## config.mk

```make
export PLATFORM = sky130hd
export DESIGN_NAME = spi_arbiter
export DESIGN_NICKNAME = d
export VERILOG_FILES = /design/src/rtl/spi_arbiter_pkg.sv /design/src/rtl/spi_arbiter_rr_pick.sv /design/src/rtl/spi_arbiter.sv
export SDC_FILE = /design/constraint.sdc
export NUM_CORES = 1
export LEC_CHECK = 0
export CAP_MARGIN = 20
export CORE_MARGIN = 3
export CORE_UTILIZATION = 38
export CTS_CLUSTER_DIAMETER = 150
export CTS_CLUSTER_SIZE = 25
export DETAILED_ROUTE_END_ITERATION = 8
export PLACE_DENSITY = 0.82
export SLEW_MARGIN = 20
export SYNTH_ARGS = -nofsm -noshare
export SYNTH_HDL_FRONTEND = slang
export SYNTH_SLANG_ARGS = --single-unit
```

## constraint.sdc

```tcl
create_clock -name clk -period 1.8 [get_ports clk]
set_clock_uncertainty 0.1 [all_clocks]
set_input_delay 0.36 -clock clk [delete_from_list [all_inputs] [get_ports clk]]
set_output_delay 0.36 -clock clk [all_outputs]
set_load 0.01 [all_outputs]
```

## src/rtl/spi_arbiter_pkg.sv

```systemverilog
// Shared types and defaults for the SPI engine arbiter.
//   arb_state_e : 2-bit arbiter state encoding (IDLE, LAUNCH, WAIT, DONE)
//   DEF_N_REQ   : default number of requesters
//   DEF_DATA_W  : default transfer word width
package spi_arb_pkg;

    localparam int unsigned DEF_N_REQ  = 2;
    localparam int unsigned DEF_DATA_W = 32;

    typedef enum logic [1:0] {
        IDLE   = 2'd0,
        LAUNCH = 2'd1,
        WAIT   = 2'd2,
        DONE   = 2'd3
    } arb_state_e;

endpackage

```

## src/rtl/spi_arbiter_rr_pick.sv

```systemverilog
// Combinational round-robin picker.
//   req_i    : request vector, one bit per requester
//   rr_ptr_i : index of the last served requester; scanning starts just after it
//   grant_o  : one-hot winner (all zero when no request)
//   valid_o  : high when any request is set
module rr_pick #(
    parameter int unsigned N_REQ = 2
) (
    input  logic [N_REQ-1:0]         req_i,
    input  logic [$clog2(N_REQ)-1:0] rr_ptr_i,
    output logic [N_REQ-1:0]         grant_o,
    output logic                     valid_o
);

    localparam int unsigned PTR_W = $clog2(N_REQ);

    int unsigned      scan;
    logic [PTR_W-1:0] idx;
    logic             found;

    // Walk ptr+1, ptr+2, ... with wrap-around; the first set bit wins.
    always_comb begin
        grant_o = '0;
        found   = 1'b0;
        scan    = 0;
        idx     = '0;
        for (int unsigned i = 1; i <= N_REQ; i++) begin
            scan = (32'(rr_ptr_i) + i) % N_REQ;
            idx  = PTR_W'(scan);
            if (!found && req_i[idx]) begin
                grant_o[idx] = 1'b1;
                found        = 1'b1;
            end
        end
        valid_o = found;
    end

endmodule

```

## src/rtl/spi_arbiter.sv

```systemverilog
// Round-robin arbiter sharing one SPI transfer engine between N_REQ requesters.
// One transfer at a time: pick a requester, pulse go_transfer, wait for the
// engine's busy flag to fall, return the read word with a one-cycle done pulse.
//   clk, reset          : clock and synchronous active-high reset
//   req_go              : level request per requester (sampled only in IDLE)
//   req_wdata           : write word per requester, slice i at [i*DATA_W +: DATA_W]
//   req_grant           : one-hot owner of the current transfer
//   req_done / req_err  : one-cycle completion / timeout pulse to the owner
//   req_rdata           : last word read, shared by all requesters
//   busy                : high whenever the arbiter is not IDLE
//   go_transfer         : one-cycle start pulse to the engine
//   data_write_to_spi   : latched write word to the engine
//   data_pack_ready     : engine busy flag, falling edge marks completion
//   data_read_from_spi  : engine read word, valid at that falling edge
// Optional build macro SPI_ARB_TIMEOUT_EN adds a WAIT watchdog of TIMEOUT_CYC
// cycles; without it WAIT is unbounded and req_err stays 0.
module spi_arbiter
    import spi_arb_pkg::*;
#(
    parameter int unsigned N_REQ       = DEF_N_REQ,
    parameter int unsigned DATA_W      = DEF_DATA_W,
    parameter int unsigned TIMEOUT_CYC = 65535
) (
    input  logic                      clk,
    input  logic                      reset,
    input  logic [N_REQ-1:0]          req_go,
    input  logic [N_REQ*DATA_W-1:0]   req_wdata,
    output logic [N_REQ-1:0]          req_grant,
    output logic [N_REQ-1:0]          req_done,
    output logic [N_REQ-1:0]          req_err,
    output logic [DATA_W-1:0]         req_rdata,
    output logic                      busy,
    output logic                      go_transfer,
    output logic [DATA_W-1:0]         data_write_to_spi,
    input  logic                      data_pack_ready,
    input  logic [DATA_W-1:0]         data_read_from_spi
);

    localparam int unsigned PTR_W = $clog2(N_REQ);

    arb_state_e        state_q, state_d;
    logic [PTR_W-1:0]  rr_ptr_q, rr_ptr_d;
    logic [PTR_W-1:0]  owner_q, owner_d;
    logic [N_REQ-1:0]  grant_q, grant_d;
    logic [N_REQ-1:0]  done_q, done_d;
    logic              go_q, go_d;
    logic [DATA_W-1:0] wdata_q, wdata_d;
    logic [DATA_W-1:0] rdata_q, rdata_d;
    logic              seen_busy_q, seen_busy_d;
    logic              ready_dly_q, ready_dly_d;

    logic [N_REQ-1:0]  pick_grant;
    logic              pick_valid;
    logic [PTR_W-1:0]  win_idx;
    logic [DATA_W-1:0] win_wdata;
    logic              complete;
    logic              timeout;

    rr_pick #(
        .N_REQ (N_REQ)
    ) u_rr_pick (
        .req_i    (req_go),
        .rr_ptr_i (rr_ptr_q),
        .grant_o  (pick_grant),
        .valid_o  (pick_valid)
    );

    // Encode the one-hot winner and select its write word.
    always_comb begin
        win_idx   = '0;
        win_wdata = '0;
        for (int unsigned i = 0; i < N_REQ; i++) begin
            if (pick_grant[i]) begin
                win_idx   = PTR_W'(i);
                win_wdata = req_wdata[i*DATA_W +: DATA_W];
            end
        end
    end

    // A low flag before the engine ever rose is not a completion; only a
    // genuine 1 -> 0 transition after seeing busy counts.
    assign complete = seen_busy_q & ready_dly_q & ~data_pack_ready;

`ifdef SPI_ARB_TIMEOUT_EN
    localparam int unsigned CNT_W = $clog2(TIMEOUT_CYC + 1);

    logic [CNT_W-1:0] cnt_q, cnt_d;
    logic [N_REQ-1:0] err_q, err_d;

    // Fires on the TIMEOUT_CYC-th WAIT cycle (counter starts at 0 in the first).
    assign timeout = (cnt_q == CNT_W'(TIMEOUT_CYC - 1));

    always_comb begin
        cnt_d = cnt_q;
        err_d = '0;
        if (state_q == LAUNCH) begin
            cnt_d = '0;
        end else if (state_q == WAIT) begin
            cnt_d = cnt_q + 1'b1;
            if (!complete && timeout) begin
                err_d = grant_q;
            end
        end
    end

    always_ff @(posedge clk) begin
        if (reset) begin
            cnt_q <= '0;
            err_q <= '0;
        end else begin
            cnt_q <= cnt_d;
            err_q <= err_d;
        end
    end

    assign req_err = err_q;
`else
    assign timeout = 1'b0;
    assign req_err = '0;
`endif

    always_comb begin
        state_d     = state_q;
        rr_ptr_d    = rr_ptr_q;
        owner_d     = owner_q;
        grant_d     = grant_q;
        done_d      = '0;
        go_d        = 1'b0;
        wdata_d     = wdata_q;
        rdata_d     = rdata_q;
        seen_busy_d = seen_busy_q;
        ready_dly_d = ready_dly_q;
        unique case (state_q)
            IDLE: begin
                if (pick_valid) begin
                    grant_d = pick_grant;
                    owner_d = win_idx;
                    wdata_d = win_wdata;
                    go_d    = 1'b1;
                    state_d = LAUNCH;
                end
            end
            LAUNCH: begin
                seen_busy_d = 1'b0;
                ready_dly_d = 1'b0;
                state_d     = WAIT;
            end
            WAIT: begin
                ready_dly_d = data_pack_ready;
                if (data_pack_ready) begin
                    seen_busy_d = 1'b1;
                end
                if (complete) begin
                    rdata_d = data_read_from_spi;
                    done_d  = grant_q;
                    state_d = DONE;
                end else if (timeout) begin
                    done_d  = grant_q;
                    state_d = DONE;
                end
            end
            DONE: begin
                rr_ptr_d = owner_q;
                grant_d  = '0;
                state_d  = IDLE;
            end
            default: state_d = IDLE;
        endcase
    end

    always_ff @(posedge clk) begin
        if (reset) begin
            state_q     <= IDLE;
            rr_ptr_q    <= PTR_W'(N_REQ - 1);
            owner_q     <= '0;
            grant_q     <= '0;
            done_q      <= '0;
            go_q        <= 1'b0;
            wdata_q     <= '0;
            rdata_q     <= '0;
            seen_busy_q <= 1'b0;
            ready_dly_q <= 1'b0;
        end else begin
            state_q     <= state_d;
            rr_ptr_q    <= rr_ptr_d;
            owner_q     <= owner_d;
            grant_q     <= grant_d;
            done_q      <= done_d;
            go_q        <= go_d;
            wdata_q     <= wdata_d;
            rdata_q     <= rdata_d;
            seen_busy_q <= seen_busy_d;
            ready_dly_q <= ready_dly_d;
        end
    end

    assign req_grant         = grant_q;
    assign req_done          = done_q;
    assign req_rdata         = rdata_q;
    assign busy              = (state_q != IDLE);
    assign go_transfer       = go_q;
    assign data_write_to_spi = wdata_q;

endmodule

```

==> results of run 1 <==
[synthesized netlist by cell type, types with 2 or more instances]
| master | n | area (µm²) |
|---|---|---|
| nor2_1 | 34 | 127.6 |
| o21ai_0 | 3 | 15.01 |
| buf_1 | 3 | 11.26 |
| a21oi_1 | 36 | 180.2 |
| clkbuf_1 | 11 | 41.29 |
| ha_1 | 5 | 62.56 |
| nand2b_1 | 3 | 18.77 |
| dfxtp_1 | 75 | 1501 |
| a211oi_1 | 33 | 247.7 |
| nor2b_1 | 3 | 18.77 |
| inv_2 | 2 | 7.510 |
| inv_1 | 3 | 11.26 |
| o32ai_1 | 32 | 280.3 |
| buf_6 | 6 | 67.56 |
| nand2_1 | 65 | 244.0 |
| buf_4 | 6 | 45.04 |
| nor3b_1 | 3 | 22.52 |
| buf_2 | 9 | 45.04 |
[logic make-up (layout without fill, tap and decap cells)]
logic type	count (synthesis)	count (layout)	synth area share
AOI/OAI and AO/OA	110	110	0.2532
adders and majority gates	5	5	0.02042
buffers and inverters	40	216	0.07472
DFF	75	75	0.4900
muxes	1	1	0.003267
other	1	2	0.001224
and+or+nand+nor	115	115	0.1572
[what timing repair did]
| item | in CTS | in global routing |
|---|---|---|
| pin swaps | 0 | 1 |
| setup endpoints to repair | 1 | 25 |
| gates resized for setup | 3 | 10 |
| buffers inserted | 0 | 1 |
[worst paths after layout]
check | cells past startpoint | slack [ns] | to
max | 1 | 0.08 | data_write_to_spi[10]
min | 2 | 0.35 | req_rdata[26]
max reg2reg | 7 | 0.13 | data_write_to_spi[6]
min reg2reg | 2 | 0.35 | req_rdata[26]
[sequential cells by signal (all words and copies together), names as in the netlist]
name	cells
data_write_to_spi	32
go_transfer	1
owner_q	1
ready_dly_q	1
req_done	2
req_grant	2
req_rdata	32
rr_ptr_q	1
seen_busy_q	1
state_q	2
[layer usage]
layer  up-vias  share of wire  GRT usage
li1       1577              -          -
met1      1447           0.40     0.2284
met2       140           0.49     0.3434
met3        14          0.095    0.06177
met4         0          0.018    0.08412
met5         -              0          0
[tightest hold or removal path, delay by kind of cell, from the launching register on]
family | cells | cell delay, ns
compound gates | 1 | 0.05
flops | 1 | 0.31
simple gates | 1 | 0.05
[through the flow]
| stage | setup slack, ns | setup TNS (ns) |
|---|---|---|
| after detailed placement | -0.1520 | -1.942 |
| after global placement | -0.04519 | -0.5743 |
| after floorplan | 0.2791 | 0 |
| final | 0.08200 | 0 |
| after CTS | 0.02145 | 0 |
| after global routing | -0.01556 | -0.05513 |
[power by group through the flow]
| stage | clock, W | combinational [W] | sequential, W |
|---|---|---|---|
| floorplan | 0 | 0.000865 | 0.00224 |
| global placement | 0 | 0.00204 | 0.00213 |
| detailed placement | 0 | 0.00208 | 0.00214 |
| CTS | 0.00150 | 0.00209 | 0.00210 |
| global route | 0.00157 | 0.00232 | 0.00214 |
| finish | 0.00146 | 0.00212 | 0.00210 |
[final cells by class]
| cell class | instances | share of cell area |
|---|---|---|
| Sequential cell | 75 | 0.2882 |
| Clock buffer | 10 | 0.02642 |
| Multi-Input combinational cell | 233 | 0.2610 |
| Tap cell | 102 | 0.02450 |
| Timing Repair Buffer | 195 | 0.3780 |
| Clock inverter | 6 | 0.01825 |
| Inverter | 5 | 0.003602 |
==> metrics.md, run 1 <==
| Metric | Value |
|---|---|
| Commonest non-fill, non-tap cell in the layout | clkdlybuf4s50_1 |
| Hold Crit Class | reg -> reg |
| DRT antenna net count | 0 |
| Fin. max-slew vios | 0 |
| Post-placement cell count | 609 |
| Vias per Instance | 5.077 |
| Minimum clock period | 1.718 ns |
| Total Routed Length | 9470 µm |
| Critical Path Fanout Max | 2 |
| Final period util | 0.9544 |
| 1st-iter DRT viols | 89 |
| Fin util | 0.6707 |
| Worst-Skew Late Latency | 0.33 ns |
| CTS Buffer Depth | 2 |
| Via count | 3,178 |
| Die Area | 9177 µm² |
| Crit-path max cell delay | 0.56 ns |
| Gr ovfl total | 0 |
| Slowest cell on the critical path | clkdlybuf4s50_1 |
| Post-DP HPWL | 7163 µm |
| Area occupied by multi-input gates | 1360 µm² |
| Die Ht | 95.80 µm |
| Syn-to-layout area delta | 70.03% |
| Clock Sink Count | 75 |
| CTS clk-pin slew, worst paths | 0.07 ns |
| Fillers | 619 |
| Synth Warn # | 0 |
| Most frequent cells in the layout | 168 x clkdlybuf4s50_1, 75 x dfxtp_1, 65 x nand2_1 |
| Root Buffer Master | clkbuf_8 |
| Layout cells sized above 1 | 0.1011 |
| Max Clk Rate | 582.1 MHz |
| Vias in the first global route | 3,100 |
| Actual slew at the worst max-slew pin | 0.6730 ns |
| Worst Setup Start Kind | flop |
| Nets | 625 |
| Final Hold Vio Count | 0 |
| Synth unique cells | 33 |
| CTS H-Tree Depth | 3 |
| Switching Share | 0.3122 |
| Int Pwr | 0.003912 W |
| CP Capture Type | output pin |
| Total routing usage reported by global routing | 0.1997 |
| Crit Reg-Reg Startpoint | state_q[1] |
| DRC Markers | 0 |
| Initial antenna violation count | 0 |
| Worst Setup SP | data_write_to_spi[10] |
| Buf/Inv on CP | 1 |
| Clk network pwr share | 0.257 |
| Delay-heaviest family, CP | buffers and inverters |
| Crit path DAT | 1.26 ns |
| Pleak | 1.854 nW |
| Top_reg_cell synth | dfxtp_1 |
| Finished Layout Cells | 626 |
| Sequential share of power | 0.370 |
| Switching power total | 0.001775 W |
| PD cells | 1092 nW/µm² |
| Hold Slack | 0.3530 ns |
| Number of max-cap violations | 0 |
| I/O pin count | 173 |
| Power Total | 0.005687 W |
| Area of the mapped netlist | 3064 µm² |
| CTS Hold Buffers Added | 0 |
| Post-synth EDFFs | 0 |
| Hold Crit Start | req_rdata[26] |
| CTS Buf Count | 9 |
| Placed Area | 4940 µm² |
| Port bufs | 170 |
| Area occupied by registers | 1501 µm² |
| TritonCTS clock tree | yes |
| Outcome | completed |
| Sequential fraction of the synthesis area | 0.4900 |
| Combinational power share | 0.373 |
| Crit-path cells | clkdlybuf4s50_1 |
| Design area | 5210 µm² |
| GPL Wtd Cong | 0.7855 |
| Final setup vio count | 0 |
| Core area | 7767 µm² |
| Worst setup path class | reg -> out |
| First-pass GRT wire length | 14,380 µm |
| Max VDD drop | 633.3 µV |
| FF+latch count, synth | 75 |
| Avg Inst Size Synth | 8.831 µm² |
| Slew margin rel. | 0.5513 |
| Async S/R FF share, synth | 0 |
| Largest net degree at the start of global routing | 36 |
| WL/cell | 15.13 µm |
| Die Wd | 95.80 µm |
| Worst path required time | 1.34 ns |
| Drt pass-1 iters | 4 |
| Initial Utilization | 0.3945 |
| Core Rows | 32 |
| Gate count after technology mapping | 347 |
| # diodes | 0 |
Power figures use the tool's default switching activity.
==> inputs of run 2 (changes only) <==
- SKIP_CTS_REPAIR_TIMING: default -> 1
- TNS_END_PERCENT: default -> 50
==> run 2 against run 1 <==
Net effect:
- combinational power hardly changed
- cell count stayed put
- final area hardly changed
- critical path depth stayed put
- utilization hardly changed
- count of clock-buffer cells in the layout stayed put
- critical endpoint unchanged
- highest routed layer unchanged
==> metrics.md, run 2 (synthesis gave the netlist of run 1 again) <==
| Metric | Value |
|---|---|
| CTS clk-pin slew, worst paths | 0.07 ns (about the same) |
| Fin. max-slew vios | 0 (unchanged) |
| CTS Buffer Depth | 2 (unchanged) |
| Total Routed Length | 9491 µm (was 9470 µm) |
| Minimum clock period | 1.720 ns (was 1.718 ns) |
| Delay-heaviest family, CP | buffers and inverters (unchanged) |
| Top sig layer | met4 (unchanged) |
| Worst Setup Start Kind | flop (unchanged) |
| Initial antenna violation count | 0 (unchanged) |
| Number of max-cap violations | 0 (unchanged) |
| Largest net degree at the start of global routing | 36 (unchanged) |
| GPL Wtd Cong | 0.7855 (unchanged) |
| Crit Reg-Reg Startpoint | state_q[0] (was state_q[1]) |
| Die Ht | 95.80 µm (unchanged) |
| Unrepaired setup endpoints after global routing | yes |
| Critical Path Fanout Max | 2 (unchanged) |
| Die Area | 9177 µm² (unchanged) |
| DRC Markers | 0 (unchanged) |
| Initial Utilization | 0.3945 (unchanged) |
| Final period util | 0.9555 (was 0.9544) |
| Die Wd | 95.80 µm (unchanged) |
| Worst path required time | 1.34 ns (about the same) |
| Finished Layout Cells | 626 (unchanged) |
| Buf/Inv on CP | 1 (unchanged) |
| 1st-iter DRT viols | 94 (was 89) |
| WL/cell | 15.16 µm (was 15.13 µm) |
| Worst-Skew Late Latency | 0.33 ns (about the same) |
| Final Hold Vio Count | 0 (unchanged) |
| Vias per Instance | 5.110 (was 5.077) |
| Nets | 625 (unchanged) |
| CP Capture Type | output pin (unchanged) |
| Outcome | completed (unchanged) |
| Final setup vio count | 0 (unchanged) |
| Drt pass-1 iters | 4 (unchanged) |
| I/O pin count | 173 (unchanged) |
| Worst Setup SP | data_write_to_spi[10] (unchanged) |
| Gr ovfl total | 0 (unchanged) |
| Fin util | 0.6709 (was 0.6707) |
| Crit-path max cell delay | 0.56 ns (about the same) |
| Metal2 WL | 4591 µm (was 4642 µm) |
| Worst setup path class | reg -> out (unchanged) |
| First-pass GRT wire length | 14,380 µm (unchanged) |
| WL met1 | 3724 µm (was 3755 µm) |
| Vias in the first global route | 3,100 (unchanged) |
| Port bufs | 170 (unchanged) |
| Crit path DAT | 1.26 ns (about the same) |
| Root Buffer Master | clkbuf_8 (unchanged) |
| Hold Crit Class | reg -> reg (unchanged) |
| Core area | 7767 µm² (unchanged) |
| Most frequent cells in the layout | 168 x clkdlybuf4s50_1, 75 x dfxtp_1, 65 x nand2_1 (unchanged) |
| Met3 Wirelength | 932 µm (was 896 µm) |
| Max Clk Rate | 581.4 MHz (was 582.1 MHz) |
| Slowest cell on the critical path | clkdlybuf4s50_1 (unchanged) |
| Clock Sink Count | 75 (unchanged) |
| Post-placement cell count | 609 (unchanged) |
| PD cells | 1093 nW/µm² (was 1092 nW/µm²) |
| Via count | 3,199 (was 3,178) |
| Slew margin rel. | 0.5486 (was 0.5513) |
| TritonCTS clock tree | yes (unchanged) |
| CTS Buf Count | 9 (unchanged) |
| DRT antenna net count | 0 (unchanged) |
| Post-DP HPWL | 7163 µm (unchanged) |
| Hold Crit Start | req_rdata[26] (unchanged) |
| Max VDD drop | 633.1 µV (was 633.3 µV) |
| Total routing usage reported by global routing | 0.1997 (unchanged) |
| Crit-path cells | clkdlybuf4s50_1 (unchanged) |
| Pleak | 1.864 nW (was 1.854 nW) |
| # diodes | 0 (unchanged) |
| Commonest non-fill, non-tap cell in the layout | clkdlybuf4s50_1 (unchanged) |
| Syn-to-layout area delta | 70.07% (was 70.03%) |
| CTS H-Tree Depth | 3 (unchanged) |
| Core Rows | 32 (unchanged) |
| Actual slew at the worst max-slew pin | 0.6771 ns (was 0.6730 ns) |
| Layout cells sized above 1 | 0.09733 (was 0.1011) |
==> run 2: changes by cell type in the layout (fill, tap and decap cells not counted) <==
cell | previous run | this run
buf_4 | 15 | 16
buf_2 | 2 | 1
dlymetal6s2s_1 | 0 | 1
ha_2 | 2 | 1
ha_1 | 3 | 4
buf_6 | 4 | 3
==> run 2: power by group <==
part | switching [W] | leakage [nW] | internal [W] | total, W
logic | 0.000989 | 1.13 | 0.00114 | 0.00213
clock network | 0.000631 | 0.117 | 0.000833 | 0.00146
registers | 0.000158 | 0.614 | 0.00195 | 0.00210
total | 0.00178 | 1.86 | 0.00392 | 0.00570
==> run 2: worst paths after layout <==
path                           endpoint  slack (ns)  cells after the start
setup reg to reg          req_rdata[21]        0.12                      7
setup / recovery  data_write_to_spi[10]        0.08                      1
hold / removal            req_rdata[26]        0.35                      2
hold reg to reg           req_rdata[26]        0.35                      2
==> run 2: layer usage <==
metal  vias to the layer above  GRT usage
met2                       149     0.3434
met1                      1452     0.2284
li1                       1577          -
met4                         0    0.08412
met3                        21    0.06177
met5                         -          0
==> run 2: worst min-delay path: cells and delay by family (launching register included) <==
| family | cells | cell delay [ns] |
|---|---|---|
| flip-flops | 1 | 0.31 |
| AO/OA/AOI/OAI | 1 | 0.05 |
| AND/OR/NAND/NOR | 1 | 0.05 |
==> run 2: area by class of cell <==
cell class	instances	area [µm²]
Sequential cell	75	1501
Multi-Input combinational cell	233	1358
Clock inverter	6	95.09
Fill cell	622	2556
Inverter	5	18.77
Tap cell	102	127.6
Clock buffer	10	137.6
Timing Repair Buffer	195	1973
==> run 2: through the flow <==
step	setup TNS [ns]	power [W]	hold WS, ns	setup slack (ns)	cell area (µm²)
after detailed placement	-1.942	0.004215	0.3465	-0.1520	4940
after floorplan	0	0.003106	0.3288	0.2791	3068
after CTS	-0.3003	0.005700	0.3572	-0.3003	5172
final	0	0.005697	0.3527	0.08013	5211
after global placement	-0.5743	0.004172	0.3405	-0.04519	4940
after global routing	-0.1625	0.006037	0.3769	-0.04431	5211
